===== config.mk =====
export PLATFORM = sky130hd
export DESIGN_NAME = posit_extract_pipe_es3
export DESIGN_NICKNAME = d
export VERILOG_FILES = /design/src/rtl/posit_extract_pipe_es3.sv
export SDC_FILE = /design/constraint.sdc
export NUM_CORES = 1
export LEC_CHECK = 0
export CAP_MARGIN = 5
export CORE_ASPECT_RATIO = 1.4
export CORE_UTILIZATION = 30
export DETAILED_ROUTE_END_ITERATION = 10
export PLACE_DENSITY = 0.85
export SYNTH_ARGS = -nofsm -noshare
export SYNTH_HDL_FRONTEND = slang
export SYNTH_SLANG_ARGS = --single-unit

===== constraint.sdc =====
create_clock -name clk -period 2 [get_ports clk]
set_clock_uncertainty 0.15 [all_clocks]
set_input_delay 0.2 -clock clk [delete_from_list [all_inputs] [get_ports clk]]
set_output_delay 0.2 -clock clk [all_outputs]
set_load 0.005 [all_outputs]

===== src/rtl/posit_extract_pipe_es3.sv =====
// Three-stage pipelined posit<32,3> decoder: word -> {sgn, scale, fraction, inf, zero}.
// Valid/ready handshake with full backpressure; bubbles collapse.
module posit_extract_pipe_es3 #(
    parameter int unsigned NBITS = 32,
    parameter int unsigned ES    = 3,
    parameter int unsigned SBITS = 9,
    parameter int unsigned FBITS = 27
) (
    input  logic                         clk,
    input  logic                         reset,
    input  logic                         in_valid,
    output logic                         in_ready,
    input  logic [NBITS-1:0]             in_posit,
    output logic                         out_valid,
    input  logic                         out_ready,
    output logic [SBITS+FBITS+2:0]       out_value
);

    localparam int unsigned BW = NBITS - 1;
    localparam int unsigned IW = $clog2(BW);
    localparam int unsigned KW = $clog2(NBITS) + 1;
    localparam int unsigned RW = SBITS - ES;
    localparam int unsigned VW = 1 + SBITS + FBITS + 2;

    logic          s1_valid_q, s2_valid_q, s3_valid_q;
    logic          adv1, adv2, adv3;

    logic          s1_sgn_q, s1_zero_q, s1_inf_q;
    logic [BW-1:0] s1_body_q;
    logic [BW-1:0] s1_body_d;
    logic          s1_zero_d, s1_inf_d;
    logic [NBITS-1:0] neg_posit;

    logic          s2_sgn_q, s2_zero_q, s2_inf_q;
    logic [RW-1:0] s2_regime_q, s2_regime_d;
    logic [BW-1:0] s2_rem_q, s2_rem_d;
    logic [KW-1:0] run_len;
    logic          r0, in_run;

    logic [VW-1:0]    out_value_q, s3_value_d;
    logic [ES-1:0]    exp_f;
    logic [SBITS-1:0] scale;
    logic [FBITS-1:0] frac;

    // Advance chain: a stage loads when empty or when its successor loads/drains.
    assign adv3      = ~s3_valid_q | out_ready;
    assign adv2      = ~s2_valid_q | adv3;
    assign adv1      = ~s1_valid_q | adv2;
    assign in_ready  = adv1;
    assign out_valid = s3_valid_q;
    assign out_value = out_value_q;

    // S1: specials and sign-magnitude body.
    always_comb begin
        neg_posit = ~in_posit + NBITS'(1);
        s1_body_d = in_posit[NBITS-1] ? neg_posit[BW-1:0] : in_posit[BW-1:0];
        s1_zero_d = (in_posit == '0);
        s1_inf_d  = (in_posit == {1'b1, {BW{1'b0}}});
    end

    // S2: regime run length, regime value and remainder after the terminator.
    always_comb begin
        r0      = s1_body_q[BW-1];
        run_len = '0;
        in_run  = 1'b1;
        for (int i = BW - 1; i >= 0; i--) begin
            if (in_run && (s1_body_q[IW'(i)] == r0)) begin
                run_len = run_len + KW'(1);
            end else begin
                in_run = 1'b0;
            end
        end
        s2_regime_d = r0 ? RW'(run_len - KW'(1)) : RW'(KW'(0) - run_len);
        s2_rem_d    = s1_body_q << (run_len + KW'(1));
    end

    // S3: regime*8 + exp is just the concatenation since exp < 8.
    always_comb begin
        exp_f = s2_rem_q[BW-1 -: ES];
        scale = {s2_regime_q, exp_f};
        frac  = {1'b1, s2_rem_q[BW-1-ES -: FBITS-1]};
        if (s2_zero_q || s2_inf_q) begin
            s3_value_d = {{(VW-2){1'b0}}, s2_inf_q, s2_zero_q};
        end else begin
            s3_value_d = {s2_sgn_q, scale, frac, 2'b00};
        end
    end

    always_ff @(posedge clk) begin
        if (reset) begin
            s1_valid_q  <= 1'b0;
            s2_valid_q  <= 1'b0;
            s3_valid_q  <= 1'b0;
            s1_sgn_q    <= 1'b0;
            s1_zero_q   <= 1'b0;
            s1_inf_q    <= 1'b0;
            s1_body_q   <= '0;
            s2_sgn_q    <= 1'b0;
            s2_zero_q   <= 1'b0;
            s2_inf_q    <= 1'b0;
            s2_regime_q <= '0;
            s2_rem_q    <= '0;
            out_value_q <= '0;
        end else begin
            if (adv1) begin
                s1_valid_q <= in_valid;
                if (in_valid) begin
                    s1_sgn_q  <= in_posit[NBITS-1];
                    s1_zero_q <= s1_zero_d;
                    s1_inf_q  <= s1_inf_d;
                    s1_body_q <= s1_body_d;
                end
            end
            if (adv2) begin
                s2_valid_q <= s1_valid_q;
                if (s1_valid_q) begin
                    s2_sgn_q    <= s1_sgn_q;
                    s2_zero_q   <= s1_zero_q;
                    s2_inf_q    <= s1_inf_q;
                    s2_regime_q <= s2_regime_d;
                    s2_rem_q    <= s2_rem_d;
                end
            end
            if (adv3) begin
                s3_valid_q <= s2_valid_q;
                if (s2_valid_q) begin
                    out_value_q <= s3_value_d;
                end
            end
        end
    end

endmodule


==> impl_metrics.tcl <==
set metrics [dict create \
    boundary_pins 77 \
    cts_made_buffers 3 \
    totalNegativeSetupSlack_ns 0 \
    yosys.area.top_type "buf_4" \
    sequential_to_total_area_share_from_yosys_stat_pct 30.68 \
    status "finished clean" \
    clockBufferDepth 2 \
    synth.avg_cell_area_sq_um 8.157 \
    report.power.total_mw 0.5446 \
    synth_area_sq_um 848.3 \
    critPathCaptureType "primary output" \
    post_cts.resized_instances 0 \
    cts_tree "built" \
    synthDistinctLibCells 21 \
    die-width_um 46.94 \
    critical_path_start_end_classification "input port to primary output" \
    maximum_number_of_pins_on_one_net_before_global_route_repair 15 \
    post-cts-setup-buffer-count 0 \
    worstPathCellList "clkdlybuf4s50_1 -> and4b_4 -> inv_1 -> clkdlybuf4s50_1" \
    drt_iter0_markers 18 \
    max-cap-violations 0 \
    gr-usage-all-layers_pct 11.90 \
    flow.area_growth_from_synthesis_pct 41.30 \
    clk_latency_ns 0.28 \
    fmaxAchievable_mhz 514.5 \
    num_vias 787 \
    drcViolationCount 0 \
    floorplan.die.height_um 64.92 \
    multi_input_area_sq_um 434.2 \
    cp.required_ns 1.65 \
    drt-pass1-iter-count 4 \
    cts_max_level 1 \
    postCtsHoldBufs 0 \
    die_area_sq_um 3047 \
    critical-path-max-stage-delay_ns 0.54 \
    finalHoldViolations 0 \
    powerDensity_nw_per_um2 454.3 \
    cpMaxStageDelayCell "clkdlybuf4s50_1" \
    ys_ff_latch 13 \
    routedWlPerCell_um 8.989 \
    top_library_cells_by_usage_in_the_layout_fill_and_taps_aside "41 x clkdlybuf4s50_1, 35 x conb_1, 13 x dfxtp_1" \
    timing.critical_path.mode_cell "clkdlybuf4s50_1" \
    final_layout_fill_cell_count 290 \
    port-buffer-count 41 \
    leading_cell_type_in_the_layout_fill_and_taps_excluded "clkdlybuf4s50_1" \
    antenna_cells 0 \
    total_number_of_clock_tree_sinks 13 \
    seq_area_sq_um 260.3 \
    hpwl_um 1405 \
    via_count_normalized_by_instance_count 4.277 \
    cts_root_buf "clkbuf_4" \
    start_util_pct 32.10 \
    grt_antenna_before_repair 0 \
    wirelength_um 1654 \
    ratio_of_cells_with_drive_above_1_in_the_final_layout_pct 4.730 \
    leak_pwr_nw 0.4586 \
    routabilityCongestion 0.7111 \
    area_of_the_core_region_sq_um 2643 \
    ys_warn_count 0 \
    period_minus_slack_ns 1.944 \
    top_cells_by_area_in_the_synthesized_netlist "buf_4 31%, dfxtp_1 31%, a21oi_1 6.5%, nor4_1 5.2%, o21ai_0 4.7%" \
    ir_drop_v 0.0002220 \
    grt_pass1_vias 667 \
    syn_inst 104 \
    core.rowCount 22 \
    grt_pass1_wl_um 2622 \
    data_arrival_time_of_the_critical_path_ns 1.59 \
    cts.reportedPaths.clkPinSlew_ns 0.07 \
    globalRoute.totalOverflow 0 \
    path_max_fanout 5 \
    nNetsFinal 185 \
    setup_viol 0 \
    period_share_pct 97.18 \
    area_share_of_the_largest_cell_type_after_synthesis_pct 30.97 \
    final_ant_viol_nets 0 \
    grt_setup_unrepaired "false" \
    hold_path_class "register to register" \
    critical_path.startpoint_type "input port" \
    final-max-slew-violation-count 0 \
]
==> Yosys cell counts <==
| library cell | n |
|---|---|
| dfxtp_1 | 13 |
| and3b_2 | 1 |
| buf_4 | 35 |
| conb_1 | 1 |
| nand3_1 | 7 |
| a21oi_1 | 11 |
| nor4_1 | 7 |
| nor3_1 | 1 |
| nand4b_1 | 1 |
| or4_1 | 1 |
| inv_1 | 4 |
| clkbuf_1 | 1 |
| o32ai_2 | 1 |
| and4b_4 | 1 |
| o21ai_0 | 8 |
| nor2b_1 | 1 |
| nand3b_1 | 1 |
| nand2b_1 | 3 |
| nand4_1 | 3 |
| o32ai_1 | 1 |
| nor2_1 | 2 |
==> cells by family after synthesis <==
| logic type | count (synthesis) | synth area share (%) |
|---|---|---|
| buffers and inverters | 40 | 33.18 |
| other | 1 | 0.4421 |
| flip-flops | 13 | 30.68 |
| AND/OR/NAND/NOR | 29 | 21.53 |
| AO/OA/AOI/OAI | 21 | 14.16 |
==> where the power goes <==
part	internal, mW	switching (mW)
sequential	0.264	0.00534
clock	0.0774	0.0853
combinational	0.0724	0.0401
==> cell type report <==
class	count	area share, %
timing repair buffer	42	34.86
sequential	13	21.71
inverter	4	1.253
tap	36	3.758
clock buffer	4	2.192
multi-input combinational	85	36.22
==> metrics by stage <==
step	hold WS (ns)	instance area [sq um]	setup WS, ns	utilization, %	cells
2_1_floorplan	0.1191	975.9	0.6145	-	138
3_3_place_gp	0.3123	1172	0.08989	44.37	180
3_5_place_dp	0.3179	1172	0.05830	44.37	180
4_1_cts	0.3292	1199	0.04312	45.36	184
5_1_grt	0.3540	1199	0.0007057	45.36	184
6_report	0.3276	1199	0.05645	45.36	184
==> routing by layer <==
layer / part of all wire, % / GRT usage (%) / vias to the layer above
met3: 7.9 / 2.228 / 5
met4: 2.4 / 7.500 / 0
met1: 34 / 10.70 / 341
met5: 0 / 0 / -
li1: - / - / 389
met2: 55 / 22.22 / 52
==> worst max-delay path: cells and delay by family <==
kind	cells	cell delay (ns)
AND/OR/NAND/NOR	1	0.23
buffers and inverters	3	1.16
==> registers in the layout, indices dropped and copies added, names as in the netlist <==
signal	count
out_valid	1
out_value	4
s1_inf_q	1
s1_sgn_q	1
s1_valid_q	1
s1_zero_q	1
s2_inf_q	1
s2_sgn_q	1
s2_valid_q	1
s2_zero_q	1
==> worst paths after layout <==
path / from / endpoint / slack (ns) / cells past startpoint
max: out_ready / in_ready / 0.06 / 4
min: out_value[0] / out_value[0] / 0.33 / 2
max reg2reg: s2_valid_q / s1_zero_q / 0.52 / 3
min reg2reg: out_value[0] / out_value[0] / 0.33 / 2
Power figures use the tool's default switching activity.
